--- config.mk ---
export PLATFORM = sky130hd
export DESIGN_NAME = bp_bht_update_sched
export DESIGN_NICKNAME = d
export VERILOG_FILES = /design/src/rtl/bp_bht_update_sched.sv
export SDC_FILE = /design/constraint.sdc
export NUM_CORES = 1
export LEC_CHECK = 0
export CELL_PAD_IN_SITES_DETAIL_PLACEMENT = 1
export CELL_PAD_IN_SITES_GLOBAL_PLACEMENT = 1
export CORE_AREA = 2 2 178 180
export CTS_BUF_LIST = sky130_fd_sc_hd__clkbuf_8
export CTS_CLUSTER_DIAMETER = 60
export DETAILED_ROUTE_END_ITERATION = 8
export DIE_AREA = 0 0 180 182
export PLACE_DENSITY_LB_ADDON = 0.15
export SYNTH_ARGS = -nofsm -noshare
export SYNTH_HDL_FRONTEND = slang
export SYNTH_SLANG_ARGS = --single-unit
--- constraint.sdc ---
create_clock -name clk_i -period 3.3 [get_ports clk_i]
set_input_delay 0.66 -clock clk_i [delete_from_list [all_inputs] [get_ports clk_i]]
set_output_delay 0.66 -clock clk_i [all_outputs]
set_load 0.01 [all_outputs]
--- src/rtl/bp_bht_update_sched.sv ---
// bp_bht_update_sched: in-order resolution queue that schedules BHT updates.
// Predictions enter through a one-entry capture stage and retire from the head on resolve.
module bp_bht_update_sched #(
    parameter int PC_W  = 32,
    parameter int DEPTH = 8,
    parameter int CNT_W = 16
) (
    input  logic                       clk_i,
    input  logic                       reset_i,
    input  logic                       pred_v_i,
    input  logic [PC_W-1:0]            pred_pc_i,
    output logic                       pred_ready_o,
    output logic [PC_W-1:0]            bht_r_pc_o,
    input  logic                       predict_i,
    input  logic                       res_v_i,
    input  logic                       res_taken_i,
    input  logic                       flush_i,
    output logic                       bht_w_o,
    output logic [PC_W-1:0]            bht_w_pc_o,
    output logic                       correct_o,
    output logic [$clog2(DEPTH):0]     count_o,
    output logic [CNT_W-1:0]           mispred_cnt_o,
    output logic                       err_o
);
    localparam int AW = $clog2(DEPTH);
    localparam int CW = AW + 1;

    logic [PC_W-1:0]  mem_pc_q [DEPTH];
    logic [DEPTH-1:0] mem_pred_q;
    logic [AW-1:0]    wr_q, rd_q;
    logic [CW-1:0]    qcnt_q, qcnt_d;
    logic             cap_v_q;
    logic [PC_W-1:0]  cap_pc_q;
    logic             bht_w_q, correct_q, err_q;
    logic [PC_W-1:0]  bht_w_pc_q;
    logic [CNT_W-1:0] mis_q;
    logic             accept, push, pop, err_d, hit_d;

    assign count_o      = qcnt_q + CW'(cap_v_q);
    assign pred_ready_o = ~flush_i & (count_o < CW'(DEPTH));
    assign bht_r_pc_o   = pred_pc_i;
    assign accept       = pred_v_i & pred_ready_o;
    // the capture-stage entry is never resolvable; only committed entries can pop
    assign push         = cap_v_q & ~flush_i;
    assign pop          = res_v_i & ~flush_i & (qcnt_q != '0);
    assign err_d        = res_v_i & ~flush_i & (qcnt_q == '0);
    assign hit_d        = mem_pred_q[rd_q] == res_taken_i;
    assign qcnt_d       = qcnt_q + CW'(push) - CW'(pop);

    assign bht_w_o       = bht_w_q;
    assign bht_w_pc_o    = bht_w_pc_q;
    assign correct_o     = correct_q;
    assign mispred_cnt_o = mis_q;
    assign err_o         = err_q;

    always_ff @(posedge clk_i) begin
        if (push) begin
            mem_pc_q[wr_q]   <= cap_pc_q;
            mem_pred_q[wr_q] <= predict_i;
        end
    end

    always_ff @(posedge clk_i or posedge reset_i) begin
        if (reset_i) begin
            wr_q       <= '0;
            rd_q       <= '0;
            qcnt_q     <= '0;
            cap_v_q    <= 1'b0;
            cap_pc_q   <= '0;
            bht_w_q    <= 1'b0;
            bht_w_pc_q <= '0;
            correct_q  <= 1'b0;
            err_q      <= 1'b0;
            mis_q      <= '0;
        end else begin
            cap_v_q <= accept;
            if (accept) cap_pc_q <= pred_pc_i;
            wr_q   <= flush_i ? '0 : wr_q + AW'(push);
            rd_q   <= flush_i ? '0 : rd_q + AW'(pop);
            qcnt_q <= flush_i ? '0 : qcnt_d;
            bht_w_q <= pop;
            err_q   <= err_d;
            if (pop) begin
                bht_w_pc_q <= mem_pc_q[rd_q];
                correct_q  <= hit_d;
            end
            if (pop && !hit_d && !(&mis_q)) mis_q <= mis_q + 1'b1;
        end
    end
endmodule

== Word level (Yosys, flattened, before mapping) ==
Memory sizes are Yosys's and may differ from the RTL's. A register that Yosys moved wholly into a read port is not among the register bits.
Index checks and enable logic that the tools add are counted.
Widths: inputs -> output; s select.

* Register bits: 70
* Logic and storage cells: 47
* Output and inout bits: 88
* Bits of input ports: 39
* Memories kept: 1
* Bits in writable memories: 256

{| class="wikitable"
|+ Memories
! memory !! words !! bits a word !! read ports !! clocked after Yosys merged registers in !! wr ports !! line !! text
|-
| mem_pc_q || 8 || 32 || 1 || 1 || 1 || 28 || <nowiki>logic [PC_W-1:0] mem_pc_q [DEPTH];</nowiki>
|}

* Bitwise logic cells: 7
* Reductions and logical operators: 8
* Eq/ne operators: 1
* $lt $le $gt $ge: 4
* Add/subtract/negate cells: 6
* Mux-type cells: 10

{| class="wikitable"
|+ Operator list
! operator !! count
|-
| $add 16x1->16 const B || 1
|-
| $reduce_and 16->1 || 1
|-
| $add 4x1->4 || 2
|-
| $bwmux 8 || 1
|-
| $lt 3x4->1 const B || 2
|-
| $add 3x1->3 || 2
|-
| $and 1x1->1 || 6
|-
| $mux 3 || 2
|-
| $logic_not 4->1 || 1
|-
| $lt 4x4->1 const B || 1
|-
| $mux 1 || 4
|-
| $mux 4 || 1
|-
| $reduce_bool 4->1 || 1
|-
| $sub 4x1->4 || 1
|-
| $bmux 1 s3 || 1
|-
| $demux 1 s3 || 1
|-
| $ge 3x1->1 const B || 1
|-
| $logic_and 1x1->1 || 3
|-
| $logic_not 1->1 || 2
|-
| $eq 1x1->1 || 1
|-
| $not 1->1 || 1
|}

== Logic depth before layout (Yosys ltp) ==
* Depth after elaboration: 6
* Depth in mapped cells: 12
* Gate-level depth less buffers: 12

== Worst setup path before layout ==
OpenSTA, ideal clock, no wires.

* Kind: input -> register
* From: input port flush_i
* To: memory mem_pc_q[0][0], enable pin
* Slack: -434 ps
* Data arrival time: 3270 ps
* Library setup time: 464 ps
* Cell stages on the path: 3
* Cell sequence: nor2b_1 nand2b_1 nor3_1

* Cells in the longest elaborated chain, start to end: 4

{| class="wikitable"
|+ Ends and longest elaborated chain
! element !! line !! text
|-
| start, declared || 17 || <nowiki>input logic flush_i,</nowiki>
|-
| $not 1->1 || 44 || <nowiki>assign push = cap_v_q & ~flush_i;</nowiki>
|-
| $and 1x1->1 || 44 ||
|-
| $mux 1 || 57 || <nowiki>if (push) begin</nowiki>
|-
| $mux 1 (not written as such) || 58 || <nowiki>mem_pc_q[wr_q] <= cap_pc_q;</nowiki>
|-
| end, declared || 28 ||
|}

No other way between the ends.

== Worst setup path in the final report ==
* From: register qcnt_q[0]
* To: output port count_o[2]

* Cells in the longest elaborated chain, start to end: 1

{| class="wikitable"
|+ Ends and longest elaborated chain
! element !! line !! text
|-
| start, declared || 31 || <nowiki>logic [CW-1:0] qcnt_q, qcnt_d;</nowiki>
|-
| start signal, assigned || 80 || <nowiki>qcnt_q <= flush_i ? '0 : qcnt_d;</nowiki>
|-
| $add 4x1->4 || 39 || <nowiki>assign count_o = qcnt_q + CW'(cap_v_q);</nowiki>
|-
| end, declared || 21 || <nowiki>output logic [$clog2(DEPTH):0] count_o,</nowiki>
|}

No other way between the ends.

==> results_tabular.tex <==
\begin{tabular}{lr}
\hline
Metric & Value \\
\hline
\multicolumn{2}{l}{\textbf{Outcome}} \\
\quad Status & complete, no violations \\
\multicolumn{2}{l}{\textbf{Pwr}} \\
\quad Peak VDD IR & 0.000381 V \\
\quad Post-layout power & between 0.01 and 0.015 W \\
\quad Leakage power summed over all cells & 5.82 nW \\
\quad P per Cell Area & 710 nW/um\^{}2 \\
\multicolumn{2}{l}{\textbf{Clock tree}} \\
\quad CTS Hold Bufs & 0 \\
\quad Post-CTS setup repair buffer count & 0 \\
\quad Register clock-pin slew on the reported worst setup and hold paths & 0.06 ns \\
\quad Number of instances resized during post-cts repair & 0 \\
\quad Number of buffers on the longest clock path & 3 \\
\quad Clock buffers created by TritonCTS & 59 \\
\quad Clock latency on the worst-skew pair & 0.60 ns \\
\quad Number of sinks driven by the clock tree & 358 \\
\quad CTS tree & done \\
\quad Htree depth & 2 \\
\quad Root Buffer & clkbuf\_8 \\
\multicolumn{2}{l}{\textbf{Yosys}} \\
\quad Post-synth cell types & 32 \\
\quad Yosys reg bits & around 360 \\
\quad Warnings, synthesis & 0 \\
\quad Syn Std Cell Area & 14000 sq um \\
\quad Syn Nets & 784 \\
\quad Cell types occupying the most area after synthesis & edfxtp\_1, dfrtp\_1, mux4\_2 \\
\quad Proportion of netlist area held by the largest area contributor & 56.8\% \\
\quad Sequential fraction of the synthesis area & between 70\% and 80\% \\
\quad Number of cells produced by synthesis & roughly 730 \\
\quad Synthesized area per cell & 19.0 sq um \\
\quad Leading area contributor after synthesis & edfxtp\_1 \\
\multicolumn{2}{l}{\textbf{Timing}} \\
\quad Period minus WS final & 2.74 ns \\
\quad Setup repair after global routing missed its margin & false \\
\quad Final-report hold violation count & 0 \\
\quad Final worst path period share & 83.0\% \\
\quad Max\_slew headroom & 39.4\% \\
\quad FMAX & 365 MHz \\
\quad Final Max Tran Viols & 0 \\
\quad Setup violators final & 0 \\
\quad Least-Margin Pin Slew & 0.902 ns \\
\quad Fin Clk Skew & 0.0252 ns \\
\quad Slack of the critical path & 0.563 ns \\
\quad Aggregate negative setup slack & 0 ns \\
\multicolumn{2}{l}{\textbf{Placed design}} \\
\quad Count of buffers inserted at the top-level ports & about 130 \\
\quad Placed instance area & 15700 sq um \\
\quad Detail Placement HPWL & roughly 17000 microns \\
\quad Routability-driven placement congestion ratio & 0.739 \\
\quad Setup Slack @ Placement & about 0.5 ns \\
\quad Number of placed cells counting well taps & 1220 \\
\multicolumn{2}{l}{\textbf{Setup path}} \\
\quad Classification of the worst setup path & reg -> out \\
\quad Endpoint kind of the worst setup timing path & primary output \\
\quad Worst reg2reg path startpoint & rd\_q[1] \\
\quad Critical path data arrival time & about 2.1 ns \\
\quad Required time of the critical path & 2.64 ns \\
\quad Biggest fanout along the worst timing path & 3 \\
\quad Max incr delay on CP & 0.55 ns \\
\quad Most used cell, CP & ha\_1 \\
\quad Worst-path cell chain & ha\_1, ha\_1, xor2\_1, clkdlybuf4s50\_1 \\
\quad Worst setup path start & qcnt\_q[0] \\
\quad Slowest CP cell & clkdlybuf4s50\_1 \\
\quad Type of origin of the critical path & flop \\
\multicolumn{2}{l}{\textbf{Global routing}} \\
\quad Antenna violations before repair & 0 \\
\quad Pin count of the biggest net entering global routing & 43 \\
\quad Via count of the first global-routing pass & 7948 \\
\quad GRT Residual Overflow & 0 \\
\quad Met3 usage in global routing & 3.15\% \\
\quad Most heavily used metal layer in global routing & met2 \\
\quad Met2 routing resource usage after global routing & 30.9\% \\
\quad Aggregate global-route resource usage & 17.4\% \\
\quad First-pass GRT wire length & 44400 microns \\
\quad Global-route met1 utilization & 22.0\% \\
\multicolumn{2}{l}{\textbf{Final layout}} \\
\quad Antenna diode count & 0 \\
\quad Total non-filler cell area in the finished layout & 16900 sq um \\
\quad Relative area change from synthesis to final layout & 21.0\% \\
\quad Final \#Nets & 930 \\
\quad Most common cell after layout, fill and taps aside & edfxtp\_1 \\
\quad Area of combinational cells with multiple inputs & approximately 3300 sq um \\
\quad Count of non-filler cells in the finished layout & 1331 \\
\quad Share of cells above drive strength 1 & 25.0\% \\
\quad Leading cell types in the layout, fill and taps excluded & edfxtp\_1, clkdlybuf4s50\_1, dfrtp\_1, clkbuf\_8, mux4\_2 \\
\quad FF+latch area & a little over 10000 sq um \\
\quad Filler cells & 2824 \\
\multicolumn{2}{l}{\textbf{Detailed routing}} \\
\quad DRC marker count from the first detailed-route iteration & 343 \\
\quad Post-route DRC & 0 \\
\quad DR vias & 6953 \\
\quad Final ANT Viol Nets & 0 \\
\quad Per-cell via count in the routed design & 5.22 \\
\quad Post-detailed-route wirelength per cell & 20.7 microns \\
\quad 1st-pass router iterations & 4 \\
\quad Overall routed net length & 27600 microns \\
\multicolumn{2}{l}{\textbf{Die}} \\
\quad Cell Rows & 65 \\
\quad Vertical die dimension & $\sim$180 microns \\
\quad Number of placed I/O pins & 127 \\
\quad Die Outline Area & around 33000 sq um \\
\quad Initial core utilization & 45.1\% \\
\quad Core Footprint & 31000 sq um \\
\quad Die width & 180 microns \\
\multicolumn{2}{l}{\textbf{Job}} \\
\quad MaxCap Viol Count & 0 \\
\multicolumn{2}{l}{\textbf{Min path}} \\
\quad Path type of the worst min-delay path & in -> async \\
\hline
\end{tabular}
sequential cells by signal (all words and copies together) (netlist names):
name	count
cap_pc_q	32
mispred_cnt_o	16
bht_w_pc_o	32
qcnt_q	4
wr_q	3
mem_pred_q	8
correct_o	1
rd_q	3
err_o	1
cap_v_q	1
mem_pc_q	256
bht_w_o	1
report_power, final:
group | switching [W] | internal, W | total (W)
logic | 0.000853 | 0.00111 | 0.00197
clock network | 0.00173 | 0.00214 | 0.00387
registers | 0.000529 | 0.00563 | 0.00616
total | 0.00311 | 0.00888 | 0.0120
per-stage QoR:
step                utilization, %  hold slack, ns
floorplan                        -           0.529
global placement              50.6           0.493
detailed placement            50.6           0.512
CTS                           54.5           0.431
global route                  54.5           0.459
finish                        54.5           0.450
critical path, delay by kind of cell (launching register included):
kind                     cells  cell delay [ns]
buffers and inverters        1             0.55
adder cells (fa/ha/maj)      2             0.42
flip-flops                   1             0.41
XOR/XNOR                     1             0.12
cell usage after synthesis:
master	number
and2_1	3
fa_1	1
inv_2	1
nand3_1	1
or3b_2	1
ha_1	11
inv_1	6
mux2_2	33
nor3_1	2
nor2b_1	6
xnor2_1	20
xor2_1	1
mux4_2	66
buf_1	3
a21o_1	1
mux2i_1	34
o21ai_0	1
nand3_2	9
dfrtp_1	94
buf_4	33
edfxtp_1	264
mux2_1	1
nand2_1	4
nor2_1	47
a21oi_1	34
buf_2	13
and4_1	3
clkbuf_1	16
nand2b_1	7
a31oi_1	1
and3_1	12
nand4_1	4
area by class of cell:
class / count / share of cell area, %
Sequential cell: 358 / 60.9
Multi-Input combinational cell: 303 / 19.8
Timing Repair Buffer: 150 / 8.98
Clock buffer: 72 / 5.86
Tap cell: 402 / 2.98
Clock inverter: 39 / 1.35
Inverter: 7 / 0.170
cells by family after synthesis:
logic type	synth area share (%)
xor gates and xnor gates	1.32
and+or+nand+nor	3.81
AOI/OAI and AO/OA	1.35
muxes	15.8
adders and majority gates	1.13
DFF	73.6
buffers and inverters	2.94
per-layer routing:
metal / share of wire (%) / up-vias
li1: - / 3112
met1: 41 / 3619
met2: 52 / 179
met3: 5.2 / 43
met4: 2.0 / 0
met5: 0 / -
path summary, 6_finish.rpt:
kind,to,slack [ns],cells past startpoint
setup reg to reg,mispred_cnt_o[10],0.74,6
hold / removal,bht_w_pc_o[25],0.45,2
setup / recovery,count_o[2],0.56,4
min in group clk_i,mispred_cnt_o[3],0.51,1
hold reg to reg,mispred_cnt_o[3],0.51,1
max in group asynchronous,rd_q[0],2.16,3
Power figures use the tool's default switching activity.
